### config.mk
export PLATFORM = sky130hd
export DESIGN_NAME = eth_hdr_extractor_flat
export DESIGN_NICKNAME = d
export VERILOG_FILES = /design/src/rtl/eth_hdr_extractor_pkg.sv /design/src/rtl/eth_hdr_extractor_if.sv /design/src/rtl/eth_hdr_extractor.sv /design/src/flat_wrapper.sv
export SDC_FILE = /design/constraint.sdc
export NUM_CORES = 1
export LEC_CHECK = 0
export CORE_UTILIZATION = 52
export DETAILED_ROUTE_END_ITERATION = 12
export PLACE_DENSITY = 0.94
export SLEW_MARGIN = 5
export SYNTH_ARGS = -nofsm -noshare
export SYNTH_HDL_FRONTEND = slang
export SYNTH_SLANG_ARGS = --single-unit
### constraint.sdc
create_clock -name clk -period 5.7 [get_ports clk]
set_clock_uncertainty 0.2 [all_clocks]
set_input_delay 1.71 -clock clk [delete_from_list [all_inputs] [get_ports clk]]
set_output_delay 1.71 -clock clk [all_outputs]
set_load 0.1 [all_outputs]
### src/rtl/eth_hdr_extractor_pkg.sv
// Shared definitions for the Ethernet/IPv4 header extractor: header word
// indices, protocol constants, FSM state encoding and the captured header record.
package acl_hdr_pkg;

    // Beat index within the frame at which each header field arrives
    localparam logic [15:0] IDX_DST_HI            = 16'd0;
    localparam logic [15:0] IDX_DST_LO_SRC_HI     = 16'd1;
    localparam logic [15:0] IDX_SRC_LO            = 16'd2;
    localparam logic [15:0] IDX_ETYPE             = 16'd3;
    localparam logic [15:0] IDX_PROTO             = 16'd5;
    localparam logic [15:0] IDX_IPSRC_HI          = 16'd6;
    localparam logic [15:0] IDX_IPSRC_LO_IPDST_HI = 16'd7;
    localparam logic [15:0] IDX_IPDST_LO          = 16'd8;

    localparam logic [15:0] HDR_WORDS      = 16'd9;
    localparam logic [15:0] ETHERTYPE_IPV4 = 16'h0800;
    localparam logic [7:0]  IP_PROTO_TCP   = 8'h06;

    typedef enum logic [2:0] {
        ST_IDLE,
        ST_HDR,
        ST_HOLD,
        ST_PAYLOAD,
        ST_SKIP
    } state_t;

    typedef struct packed {
        logic [47:0] mac_dst;
        logic [47:0] mac_src;
        logic [15:0] ethertype;
        logic [7:0]  ip_proto;
        logic [31:0] ip_src;
        logic [31:0] ip_dst;
    } hdr_t;

    // Beat counter increment that sticks at all-ones instead of wrapping
    function automatic logic [15:0] sat_inc(input logic [15:0] v);
        return (v == 16'hFFFF) ? v : v + 16'd1;
    endfunction

    // Merge one header beat into the field record according to its index
    function automatic hdr_t hdr_capture(input hdr_t h, input logic [15:0] idx,
                                         input logic [31:0] d);
        hdr_t r;
        r = h;
        case (idx)
            IDX_DST_HI:            r.mac_dst[47:16] = d;
            IDX_DST_LO_SRC_HI: begin
                r.mac_dst[15:0]  = d[31:16];
                r.mac_src[47:32] = d[15:0];
            end
            IDX_SRC_LO:            r.mac_src[31:0] = d;
            IDX_ETYPE:             r.ethertype = d[31:16];
            IDX_PROTO:             r.ip_proto = d[7:0];
            IDX_IPSRC_HI:          r.ip_src[31:16] = d[15:0];
            IDX_IPSRC_LO_IPDST_HI: begin
                r.ip_src[15:0]  = d[31:16];
                r.ip_dst[31:16] = d[15:0];
            end
            IDX_IPDST_LO:          r.ip_dst[15:0] = d[31:16];
            default: ;
        endcase
        return r;
    endfunction

endpackage

### src/rtl/eth_hdr_extractor_if.sv
// Receive stream plus extracted-header handshake of the header extractor.
// The slave modport is the extractor's view, master is the source/consumer side.
interface eth_hdr_extractor_if;
    logic [31:0] i_rxd_tdata;
    logic        i_rxd_tvalid;
    logic        i_rxd_tlast;
    logic        o_rxd_tready;
    logic        o_hdr_valid;
    logic        i_hdr_ready;
    logic [47:0] o_mac_dst;
    logic [47:0] o_mac_src;
    logic [15:0] o_ethertype;
    logic [7:0]  o_ip_proto;
    logic [31:0] o_ip_src;
    logic [31:0] o_ip_dst;
    logic        o_is_ipv4_tcp;
    logic        o_frame_done;
    logic        o_runt_err;
    logic        o_oversize_err;

    modport slave (
        input  i_rxd_tdata, i_rxd_tvalid, i_rxd_tlast, i_hdr_ready,
        output o_rxd_tready, o_hdr_valid, o_mac_dst, o_mac_src, o_ethertype,
               o_ip_proto, o_ip_src, o_ip_dst, o_is_ipv4_tcp, o_frame_done,
               o_runt_err, o_oversize_err
    );

    modport master (
        output i_rxd_tdata, i_rxd_tvalid, i_rxd_tlast, i_hdr_ready,
        input  o_rxd_tready, o_hdr_valid, o_mac_dst, o_mac_src, o_ethertype,
               o_ip_proto, o_ip_src, o_ip_dst, o_is_ipv4_tcp, o_frame_done,
               o_runt_err, o_oversize_err
    );
endinterface

### src/rtl/eth_hdr_extractor.sv
// Ethernet + IPv4 header extractor. Captures MAC/ethertype/IP fields from the
// first nine 32-bit beats of a frame, presents them with a valid/ready
// handshake while stalling the stream, then passes over the payload.
// Flags runt (ends inside header) and oversize (too many beats) frames.
module eth_hdr_extractor
    import acl_hdr_pkg::*;
#(
    parameter int MAX_LEN_WORDS = 380
) (
    input  logic               clk,
    input  logic               rst,
    eth_hdr_extractor_if.slave bus
);

    localparam logic [15:0] MAX_CNT = 16'(MAX_LEN_WORDS);

    state_t      state_q, state_d;
    logic [15:0] cnt_q, cnt_d;
    hdr_t        hdr_q, hdr_d;
    logic        last8_q, last8_d;   // index 8 carried tlast: frame ends at HOLD exit
    logic        tready_q, tready_d;
    logic        runt_q, runt_d;
    logic        ovs_q, ovs_d;
    logic        done_q, done_d;
    logic        acc;

    // Next-state, counter, field capture and pulse generation
    always_comb begin
        state_d = state_q;
        cnt_d   = cnt_q;
        hdr_d   = hdr_q;
        last8_d = last8_q;
        runt_d  = 1'b0;
        ovs_d   = 1'b0;
        done_d  = 1'b0;
        acc     = bus.i_rxd_tvalid & tready_q;

        case (state_q)
            ST_IDLE: begin
                if (acc) begin
                    hdr_d = hdr_capture(hdr_q, IDX_DST_HI, bus.i_rxd_tdata);
                    if (bus.i_rxd_tlast) begin
                        runt_d = 1'b1;
                    end else begin
                        cnt_d   = 16'd1;
                        state_d = ST_HDR;
                    end
                end
            end
            ST_HDR: begin
                if (acc) begin
                    hdr_d = hdr_capture(hdr_q, cnt_q, bus.i_rxd_tdata);
                    cnt_d = sat_inc(cnt_q);
                    if (cnt_q == HDR_WORDS - 16'd1) begin
                        state_d = ST_HOLD;
                        last8_d = bus.i_rxd_tlast;
                    end else if (bus.i_rxd_tlast) begin
                        runt_d  = 1'b1;
                        cnt_d   = 16'd0;
                        state_d = ST_IDLE;
                    end
                end
            end
            ST_HOLD: begin
                if (bus.i_hdr_ready) begin
                    if (last8_q) begin
                        done_d  = 1'b1;
                        cnt_d   = 16'd0;
                        state_d = ST_IDLE;
                    end else begin
                        state_d = ST_PAYLOAD;
                    end
                end
            end
            ST_PAYLOAD: begin
                if (acc) begin
                    cnt_d = sat_inc(cnt_q);
                    if (bus.i_rxd_tlast) begin
                        done_d  = 1'b1;
                        cnt_d   = 16'd0;
                        state_d = ST_IDLE;
                    end else if (cnt_d == MAX_CNT) begin
                        ovs_d   = 1'b1;
                        state_d = ST_SKIP;
                    end
                end
            end
            ST_SKIP: begin
                if (acc) begin
                    if (bus.i_rxd_tlast) begin
                        cnt_d   = 16'd0;
                        state_d = ST_IDLE;
                    end else begin
                        cnt_d = sat_inc(cnt_q);
                    end
                end
            end
            default: begin
                cnt_d   = 16'd0;
                state_d = ST_IDLE;
            end
        endcase

        // The stream is stalled exactly while the header is being offered
        tready_d = (state_d != ST_HOLD);
    end

    // State, counter, field and pulse registers with synchronous reset
    always_ff @(posedge clk) begin
        if (rst) begin
            state_q  <= ST_IDLE;
            cnt_q    <= 16'd0;
            hdr_q    <= '0;
            last8_q  <= 1'b0;
            tready_q <= 1'b0;
            runt_q   <= 1'b0;
            ovs_q    <= 1'b0;
            done_q   <= 1'b0;
        end else begin
            state_q  <= state_d;
            cnt_q    <= cnt_d;
            hdr_q    <= hdr_d;
            last8_q  <= last8_d;
            tready_q <= tready_d;
            runt_q   <= runt_d;
            ovs_q    <= ovs_d;
            done_q   <= done_d;
        end
    end

    assign bus.o_rxd_tready   = tready_q;
    assign bus.o_hdr_valid    = (state_q == ST_HOLD);
    assign bus.o_mac_dst      = hdr_q.mac_dst;
    assign bus.o_mac_src      = hdr_q.mac_src;
    assign bus.o_ethertype    = hdr_q.ethertype;
    assign bus.o_ip_proto     = hdr_q.ip_proto;
    assign bus.o_ip_src       = hdr_q.ip_src;
    assign bus.o_ip_dst       = hdr_q.ip_dst;
    assign bus.o_is_ipv4_tcp  = (state_q == ST_HOLD) &&
                                (hdr_q.ethertype == ETHERTYPE_IPV4) &&
                                (hdr_q.ip_proto == IP_PROTO_TCP);
    assign bus.o_frame_done   = done_q;
    assign bus.o_runt_err     = runt_q;
    assign bus.o_oversize_err = ovs_q;

endmodule

### src/flat_wrapper.sv
// flat-port wrapper written by rule: the top's interface ports become plain ports
module eth_hdr_extractor_flat import acl_hdr_pkg::*;
#(
    parameter int MAX_LEN_WORDS = 380
)
  (clk, rst, bus_i_rxd_tdata, bus_i_rxd_tvalid, bus_i_rxd_tlast, bus_i_hdr_ready, bus_o_rxd_tready, bus_o_hdr_valid, bus_o_mac_dst, bus_o_mac_src, bus_o_ethertype, bus_o_ip_proto, bus_o_ip_src, bus_o_ip_dst, bus_o_is_ipv4_tcp, bus_o_frame_done, bus_o_runt_err, bus_o_oversize_err);
  eth_hdr_extractor_if bus_i ();
  input  logic clk;
  input  logic rst;
  input wire logic [$bits(bus_i.i_rxd_tdata)-1:0] bus_i_rxd_tdata;
  input wire logic [$bits(bus_i.i_rxd_tvalid)-1:0] bus_i_rxd_tvalid;
  input wire logic [$bits(bus_i.i_rxd_tlast)-1:0] bus_i_rxd_tlast;
  input wire logic [$bits(bus_i.i_hdr_ready)-1:0] bus_i_hdr_ready;
  output wire logic [$bits(bus_i.o_rxd_tready)-1:0] bus_o_rxd_tready;
  output wire logic [$bits(bus_i.o_hdr_valid)-1:0] bus_o_hdr_valid;
  output wire logic [$bits(bus_i.o_mac_dst)-1:0] bus_o_mac_dst;
  output wire logic [$bits(bus_i.o_mac_src)-1:0] bus_o_mac_src;
  output wire logic [$bits(bus_i.o_ethertype)-1:0] bus_o_ethertype;
  output wire logic [$bits(bus_i.o_ip_proto)-1:0] bus_o_ip_proto;
  output wire logic [$bits(bus_i.o_ip_src)-1:0] bus_o_ip_src;
  output wire logic [$bits(bus_i.o_ip_dst)-1:0] bus_o_ip_dst;
  output wire logic [$bits(bus_i.o_is_ipv4_tcp)-1:0] bus_o_is_ipv4_tcp;
  output wire logic [$bits(bus_i.o_frame_done)-1:0] bus_o_frame_done;
  output wire logic [$bits(bus_i.o_runt_err)-1:0] bus_o_runt_err;
  output wire logic [$bits(bus_i.o_oversize_err)-1:0] bus_o_oversize_err;
  assign bus_i.i_rxd_tdata = bus_i_rxd_tdata;
  assign bus_i.i_rxd_tvalid = bus_i_rxd_tvalid;
  assign bus_i.i_rxd_tlast = bus_i_rxd_tlast;
  assign bus_i.i_hdr_ready = bus_i_hdr_ready;
  assign bus_o_rxd_tready = bus_i.o_rxd_tready;
  assign bus_o_hdr_valid = bus_i.o_hdr_valid;
  assign bus_o_mac_dst = bus_i.o_mac_dst;
  assign bus_o_mac_src = bus_i.o_mac_src;
  assign bus_o_ethertype = bus_i.o_ethertype;
  assign bus_o_ip_proto = bus_i.o_ip_proto;
  assign bus_o_ip_src = bus_i.o_ip_src;
  assign bus_o_ip_dst = bus_i.o_ip_dst;
  assign bus_o_is_ipv4_tcp = bus_i.o_is_ipv4_tcp;
  assign bus_o_frame_done = bus_i.o_frame_done;
  assign bus_o_runt_err = bus_i.o_runt_err;
  assign bus_o_oversize_err = bus_i.o_oversize_err;
  eth_hdr_extractor #(.MAX_LEN_WORDS(MAX_LEN_WORDS)) u_core (.clk(clk), .rst(rst), .bus(bus_i));
endmodule
== Word level (Yosys, flattened, before mapping) ==
Cells that the tools add are included.

* Word-level logic and storage cells: 104
* Output and inout bits: 190
* Bits of input ports: 37
* Register bits after elaboration: 208

* Add/subtract/negate cells: 1
* Multiplexer cells: 42
* Bitwise operators: 4
* Reduce and logical (&&, ||, !) cells: 17
* Equality and inequality tests: 23

{| class="wikitable"
|+ Operators with widths
! cell !! count
|-
| 184-bit two-way mux || 2
|-
| 184-bit one-hot mux with 2 select lines || 1
|-
| 16-bit two-way mux || 12
|-
| 32-bit two-way mux || 4
|-
| 16-bit one-hot mux with 4 select lines || 1
|-
| 16-bit by 3-bit == test with 1-bit output, second input constant || 3
|-
| 16-bit by 2-bit == test with 1-bit output, second input constant || 2
|-
| 4-bit AND reduction || 8
|-
| 3-bit two-way mux || 10
|-
| 16-bit by 1-bit adder with 16-bit output, second input constant || 1
|-
| 16-bit by 1-bit == test with 1-bit output, second input constant || 1
|-
| 16-bit by 12-bit == test with 1-bit output, second input constant || 1
|-
| 16-bit == test, second input constant || 1
|-
| 16-bit by 4-bit == test with 1-bit output, second input constant || 1
|-
| 16-bit by 9-bit == test with 1-bit output, second input constant || 1
|-
| 16-bit zero test || 1
|-
| 3-bit one-hot mux with 5 select lines || 1
|-
| 8-bit by 3-bit == test with 1-bit output, second input constant || 1
|-
| 8-bit two-way mux || 1
|-
| 2-bit by 1-bit inequality test with 1-bit output, second input constant || 4
|-
| 1-bit two-way mux || 7
|-
| 3-bit by 2-bit == test with 1-bit output, second input constant || 2
|-
| 2-bit inequality test, second input constant || 3
|-
| 6-bit AND reduction || 1
|-
| other kinds (13) || 17
|}

== Logic depth before layout (Yosys ltp) ==
Gate-level depths: netlist of the first run.

* Depth after elaboration: 8
* Depth in mapped cells: 11
* Mapped depth without buffers: 7

== Worst setup path before layout of the first run ==
No wires, ideal clock.

* Path kind: flip-flop to output port
* From: reg u_core.state_q[1]
* To: out bus_o_is_ipv4_tcp
* Data required time: 3.790 ns
* Stages on the path, launching flop included: 6
* Buffers on the path: 1
* Arrival: 4.295 ns
* Setup slack: -0.505 ns
* Path through: dfxtp_1 -> clkbuf_1 -> nand2b_1 -> nor2_1 -> nand4_1 -> nor3_1

* Word-level cells in the longest chain between the ends: 3

{| class="wikitable"
|+ RTL lines
! item !! line !! text
|-
| start: declaration || eth_hdr_extractor.sv:17 || <nowiki>state_t state_q, state_d;</nowiki>
|-
| start signal: assignment || eth_hdr_extractor.sv:120 || <nowiki>state_q <= state_d;</nowiki>
|-
| 3-bit by 2-bit == test with 1-bit output || -- ||
|-
| net bus_o_hdr_valid || flat_wrapper.sv:15 || <nowiki>output wire logic [$bits(bus_i.o_hdr_valid)-1:0] bus_o_hdr_valid;</nowiki>
|-
| 1-bit logical AND || eth_hdr_extractor.sv:139 || <nowiki>assign bus.o_is_ipv4_tcp = (state_q == ST_HOLD) &&</nowiki>
|-
| 1-bit logical AND || eth_hdr_extractor.sv:140 || <nowiki>(hdr_q.ethertype == ETHERTYPE_IPV4) &&</nowiki>
|-
| end: declaration || flat_wrapper.sv:22 || <nowiki>output wire logic [$bits(bus_i.o_is_ipv4_tcp)-1:0] bus_o_is_ipv4_tcp;</nowiki>
|}

The timed path passes the listed nets, and every way through them passes these cells.

== Worst setup path after layout of the first run ==
* From: reg u_core.state_q[1]
* To: out bus_o_is_ipv4_tcp

* Word-level cells in the longest chain between the ends: 3

{| class="wikitable"
|+ RTL lines
! item !! line
|-
| 3-bit by 2-bit == test with 1-bit output || eth_hdr_extractor.sv:139
|-
| 1-bit logical AND || eth_hdr_extractor.sv:139
|-
| 1-bit logical AND || eth_hdr_extractor.sv:140
|}

No other way between the ends.

==> flow_metrics.env, run 1 <==
export IMPL_fin_cells=1412
export IMPL_core_area_sq_um=15300
export IMPL_synth_area_sq_um=8180
export IMPL_yosys_area_top_type="dfxtp_1"
export IMPL_row_count=45
export IMPL_port_buffers=226
export IMPL_place_gp_congestion=0.896
export IMPL_cp_start_kind="flop"
export IMPL_synth_nets=1035
export IMPL_cellPowerDensity_nw_per_um2=283
export IMPL_initial_core_util_pct=53.6
export IMPL_drc=0
export IMPL_synth_edff_count=0
export IMPL_numCtsBuffers=22
export IMPL_endpoint_kind="output port"
export IMPL_synth_top_cell_area_share_pct=50.9
export IMPL_fmax_mhz=202
export IMPL_via_count=8174
export IMPL_min_period_over_period_pct=87.0
export IMPL_place_ws_ns=1.18
export IMPL_yosys_top_cells_area="dfxtp_1, nand2_1, a21oi_1, mux2i_1, nor2_1"
export IMPL_finalMaxSlewViolations=0
export IMPL_clkSinkCount=208
export IMPL_drv_cap=0
export IMPL_post_cts_resized=0
export IMPL_dieArea_sq_um=16200
export IMPL_h_tree_depth=1
export IMPL_fin_ws_ns=0.741
export IMPL_dp_hpwl_um=18200
export IMPL_crit_buf_inv=1
export IMPL_yosysUniqueCellTypes=58
export IMPL_critPathKind="reg -> out"
export IMPL_async_reset_ff_share_pct=0
export IMPL_placed_area_sq_um=10500
export IMPL_relSlewSlack_pct=12.4
export IMPL_synth_seq_cells=208
export IMPL_gr_total_overflow=0
export IMPL_setup_violations_final=0
export IMPL_netlist_instances=994
export IMPL_fin_crit_ns=4.96
export IMPL_antenna_found_initial=0
export IMPL_worst_path_max_fanout=11
export IMPL_path_cells="nand2b_1 -> nor2_1 -> nand4_1 -> nor3_2 -> clkdlybuf4s50_1"
export IMPL_hold_path_class="reg -> reg"
export IMPL_cpLargestDelayFamily="buffers and inverters"
export IMPL_yosys_warnings=0
export IMPL_cts_root_buffer="clkbuf_16"
export IMPL_placed_cells=1372
export IMPL_grt_pass1_wl_um=42300
export IMPL_grtUsageTotal_pct=33.1
export IMPL_worst_endpoint_required_ns=3.79
export IMPL_die_x_um=127
export IMPL_hold_viol_final=0
export IMPL_p_leak_nw=3.83
export IMPL_avgRoutedWirePerCell_um=19.4
export IMPL_area_delta_synth_final_pct=37.3
export IMPL_ys_top_cells_by_count="nand2_1, dfxtp_1, a21oi_1, nor2_1, mux2i_1"
export IMPL_routed_wirelength_um=27400
export IMPL_pin_count=227
export IMPL_final_util_pct=73.6
export IMPL_fin_nets=1226
export IMPL_die_h_um=127
export IMPL_cts_tree="done"
export IMPL_synth_most_common_cell="nand2_1"
export IMPL_dr_first_iter_drc_count=717
export IMPL_rsz0062_at_grt="false"
export IMPL_antennaDiodeCount=0
export IMPL_cts_setup_buffers=0
export IMPL_max_stage_delay_ns=1.20
export IMPL_ir_worst_vdd_uv=238
export IMPL_final_area_sq_um=11200
export IMPL_grt_max_degree=153
export IMPL_final_layout_size_suffix_gt1_share_pct=5.66
export IMPL_outcome="completed"
export IMPL_worst_slew_pin_slew_ns=1.30
export IMPL_critPathSlowestCell="clkdlybuf4s50_1"
export IMPL_antenna_left=0
export IMPL_path_clk_slew_ns=0.06
export IMPL_routed_via_density=5.79
export IMPL_cts_hold_buf=0
export IMPL_insertion_delay_ns=0.49
export IMPL_synthFlopType="dfxtp_1"
export IMPL_cts_max_path_buffers=3
export IMPL_drtPass1Iterations=8
export IMPL_grt_pass1_vias=7914
export IMPL_synth_seq_area_share_pct=50.9
export IMPL_arrival_ns=3.05
export IMPL_setup_tns_final_ns=0
export IMPL_synth_area_per_cell_sq_um=8.23
==> state kept, by name, summed over array words and instances (netlist names) <==
signal,flops
u_core.bus.o_ip_src,32
u_core.bus.o_runt_err,1
u_core.bus.o_ip_dst,32
u_core.bus.o_mac_dst,48
u_core.state_q,3
u_core.bus.o_ethertype,16
u_core.bus.o_oversize_err,1
u_core.bus.o_ip_proto,8
u_core.cnt_q,16
u_core.bus.o_mac_src,48
u_core.last8_q,1
u_core.bus.o_rxd_tready,1
u_core.bus.o_frame_done,1
==> worst paths after layout <==
path / from / end / slack (ns) / cells past startpoint
setup / recovery: u_core.state_q[1] / bus_o_is_ipv4_tcp / 0.74 / 5
hold / removal: u_core.bus.o_mac_src[7] / u_core.bus.o_mac_src[7] / 0.25 / 2
setup reg to reg: u_core.state_q[0] / u_core.bus.o_mac_dst[9] / 2.27 / 7
hold reg to reg: u_core.bus.o_mac_src[7] / u_core.bus.o_mac_src[7] / 0.25 / 2
==> cells by family after synthesis <==
kind of cell / after synthesis / share of synthesized area, %
flip-flops: 208 / 50.9
adder cells (fa/ha/maj): 4 / 0.612
AND/OR/NAND/NOR: 446 / 23.4
multiplexers: 58 / 7.11
XOR/XNOR: 1 / 0.107
AO/OA/AOI/OAI: 201 / 13.6
buffers and inverters: 76 / 4.22
==> metrics by stage <==
step           hold slack [ns]  power [mW]
6_report                 0.251        3.17
3_5_place_dp             0.244        1.75
4_1_cts                  0.253        3.17
5_1_grt                  0.273        3.25
3_3_place_gp             0.237        1.75
2_1_floorplan            0.271        1.66
==> cell type report <==
cell class | count | area [sq um]
clock inverter | 9 | 78.8
multi-input combinational | 710 | 3690
clock buffer | 31 | 666
tap | 211 | 264
inverter | 7 | 26.3
fill | 1021 | 4030
sequential | 208 | 4160
timing repair buffer | 236 | 2340
==> placed cells by master, fill, tap and decap left out, types with 3 or more instances in the layout <==
| cell | instances |
|---|---|
| nand2_1 | 280 |
| clkdlybuf4s50_1 | 225 |
| dfxtp_1 | 208 |
| a21oi_1 | 148 |
| nor2_1 | 78 |
| mux2i_1 | 57 |
| clkbuf_16 | 23 |
| o21ai_0 | 19 |
| nor3_1 | 16 |
| nand4_1 | 14 |
| buf_4 | 10 |
| inv_1 | 7 |
| nand3_1 | 7 |
| nor4_1 | 6 |
| a211oi_1 | 6 |
| clkbuf_8 | 6 |
| or4_1 | 5 |
| a22oi_1 | 5 |
| clkinv_2 | 5 |
| or2_2 | 4 |
| nor2_2 | 4 |
| or3_1 | 4 |
| ha_1 | 4 |
| nand2b_1 | 3 |
| and2_1 | 3 |
| a41oi_1 | 3 |
==> worst register-to-register path: cells and delay by family (launching register included) <==
| kind | cells | cell delay, ns |
|---|---|---|
| AO/OA/AOI/OAI | 1 | 0.18 |
| flip-flops | 1 | 0.59 |
| buffers and inverters | 1 | 0.35 |
| AND/OR/NAND/NOR | 5 | 2.03 |
==> power breakdown <==
| part | total (mW) | internal [mW] | switching [mW] |
|---|---|---|---|
| Combinational | 0.246 | 0.0656 | 0.180 |
| Clock | 1.45 | 0.861 | 0.590 |
| Sequential | 1.48 | 1.47 | 0.00952 |
| Total | 3.17 | 2.39 | 0.780 |
==> metal layers <==
| layer | wire, um | global-route usage [%] | vias up |
|---|---|---|---|
| met5 | 0 | 0 | - |
| met4 | 1300 | 15.5 | 0 |
| met3 | 2890 | 8.21 | 91 |
| met2 | 13100 | 55.5 | 475 |
| met1 | 10100 | 39.8 | 3847 |
| li1 | - | - | 3761 |
Power figures use the tool's default switching activity.
==> run 2: changes to the inputs <==
Settings changed: CORE_UTILIZATION 52 to 43, PLACE_DENSITY 0.94 to 0.84.
Clock period 5.7 ns to 4.1 ns, I/O delays scaled along.
==> run 2 against run 1 <==
Effect of this change:
- total power increased by 41%
- largest power group is now clock
- final cell count is 2.5% higher
- clock-buffer cell count decreased by 1
- global-route usage fell by 6.7 points
- worst hold slack hardly changed
- critical endpoint unchanged
- clock power rose by 43%
==> flow_metrics.env, run 2 (same netlist as run 1, synthesis figures left out) <==
export IMPL_outcome="completed"
export IMPL_finalMaxSlewViolations=0
export IMPL_grtUsageMet3_pct=5.74
export IMPL_use_met1_pct=35.0
export IMPL_routed_via_density=5.48
export IMPL_drv_cap=0
export IMPL_port_buffers=226
export IMPL_critPathKind="reg -> out"
export IMPL_whs_path_depth=2
export IMPL_reg2reg_to="u_core.state_q[2]"
export IMPL_h_tree_depth=1
export IMPL_grt_pass1_vias=7340
export IMPL_multi_input_area_sq_um=3700
export IMPL_initial_core_util_pct=43.9
export IMPL_power_mw=4.46
export IMPL_fin_crit_ns=3.64
export IMPL_routed_wirelength_um=26300
export IMPL_ir_worst_vdd_uv=412
export IMPL_insertion_delay_ns=0.49
export IMPL_reg2reg_slack_ns=0.91
export IMPL_hold_path_class="reg -> reg"
export IMPL_p_leak_nw=4.23
export IMPL_area_delta_synth_final_pct=34.9
export IMPL_crit_path_start="u_core.state_q[1]"
export IMPL_avgRoutedWirePerCell_um=18.1
export IMPL_crit_end="bus_o_is_ipv4_tcp"
export IMPL_worst_slew_pin_slew_ns=1.11
export IMPL_min_period_over_period_pct=88.8
export IMPL_core_area_sq_um=18600
export IMPL_cts_max_path_buffers=3
export IMPL_antenna_left=0
export IMPL_via_count=7931
export IMPL_final_common_cell="nand2_1"
export IMPL_final_cell_mix="nand2_1, dfxtp_1, buf_4"
export IMPL_post_cts_resized=0
export IMPL_antenna_found_initial=0
export IMPL_dp_hpwl_um=18000
export IMPL_drtPass1Iterations=6
export IMPL_place_gp_congestion=0.907
export IMPL_die_x_um=140
export IMPL_n_fill_cell=1625
export IMPL_die_h_um=140
export IMPL_cts_root_buffer="clkbuf_16"
export IMPL_cts_tree="done"
export IMPL_dieArea_sq_um=19600
export IMPL_setup_violations_final=0
export IMPL_hp_start="u_core.bus.o_ip_src[12]"
export IMPL_endpoint_kind="output port"
export IMPL_busiest_layer="met2"
export IMPL_final_layout_size_suffix_gt1_share_pct=19.5
export IMPL_cp_start_kind="flop"
export IMPL_dr_first_iter_drc_count=511
export IMPL_setup_tns_final_ns=0
export IMPL_numCtsBuffers=23
export IMPL_drc=0
export IMPL_cts_setup_buffers=0
export IMPL_globalRouteMet2Util_pct=41.8
export IMPL_grtUsageTotal_pct=26.4
export IMPL_antennaDiodeCount=0
export IMPL_fmax_mhz=275
export IMPL_relSlewSlack_pct=25.8
export IMPL_gr_total_overflow=0
export IMPL_grt_max_degree=144
export IMPL_grt_pass1_wl_um=40900
export IMPL_worst_endpoint_required_ns=2.67
export IMPL_cellPowerDensity_nw_per_um2=404
export IMPL_row_count=50
export IMPL_rsz0062_at_grt="false"
export IMPL_path_clk_slew_ns=0.06
export IMPL_r2r_start="u_core.cnt_q[0]"
export IMPL_pin_count=227
export IMPL_fin_nets=1240
export IMPL_cts_hold_buf=0
export IMPL_regArea_sq_um=4160
export IMPL_ff2ff_path_depth=7
export IMPL_hold_slack_ns=0.252
export IMPL_clkSinkCount=208
export IMPL_arrival_ns=2.21
export IMPL_worst_path_max_fanout=11
export IMPL_hold_viol_final=0
run 2: critical path: stages (launching register included):
cell	delay, ns
dfxtp_1	0.54
nand2b_1	0.14
nor2_2	0.28
nand4_1	0.23
nor3_4	0.21
buf_4	0.31
run 2: layout make-up:
type | count | area share (%)
inverter | 7 | 0.238
tap | 234 | 2.65
sequential | 208 | 37.7
timing repair buffer | 249 | 19.0
clock buffer | 30 | 5.73
multi-input combinational | 710 | 33.6
clock inverter | 9 | 1.11
run 2: how the worst min path moves through the flow:
stage                              endpoint  slack [ns]
finish              u_core.bus.o_ip_src[12]        0.25
global route        u_core.bus.o_ip_dst[19]        0.27
CTS                 u_core.bus.o_ip_dst[28]        0.25
detailed placement   u_core.bus.o_ip_src[0]        0.24
global placement    u_core.bus.o_ip_dst[13]        0.24
floorplan                    u_core.last8_q        0.27
run 2: layer usage:
metal	up-vias	wire length, um
met2	386	11800
met4	0	959
met3	62	2250
met5	-	0
li1	3764	-
met1	3719	11200
run 2: through the flow:
stage | utilization [%] | cells | setup WS (ns) | cell area, sq um
floorplan | - | 994 | 0.0203 | 8190
detailed placement | 55.1 | 1408 | 0.456 | 10300
finish | 59.2 | 1447 | 0.461 | 11000
CTS | 59.2 | 1447 | 0.463 | 11000
global route | 59.2 | 1447 | 0.379 | 11000
global placement | 55.1 | 1408 | 0.510 | 10300
run 2: report_power, final:
group / internal [mW] / switching (mW)
clock: 1.27 / 0.801
sequential: 2.04 / 0.0136
combinational: 0.0925 / 0.248
==> run 3: changes to the inputs <==
Settings changed: ABC_AREA set to 0.
==> results of run 3 <==
Same layout as run 2: the final DEF is identical, and so are final timing and power.
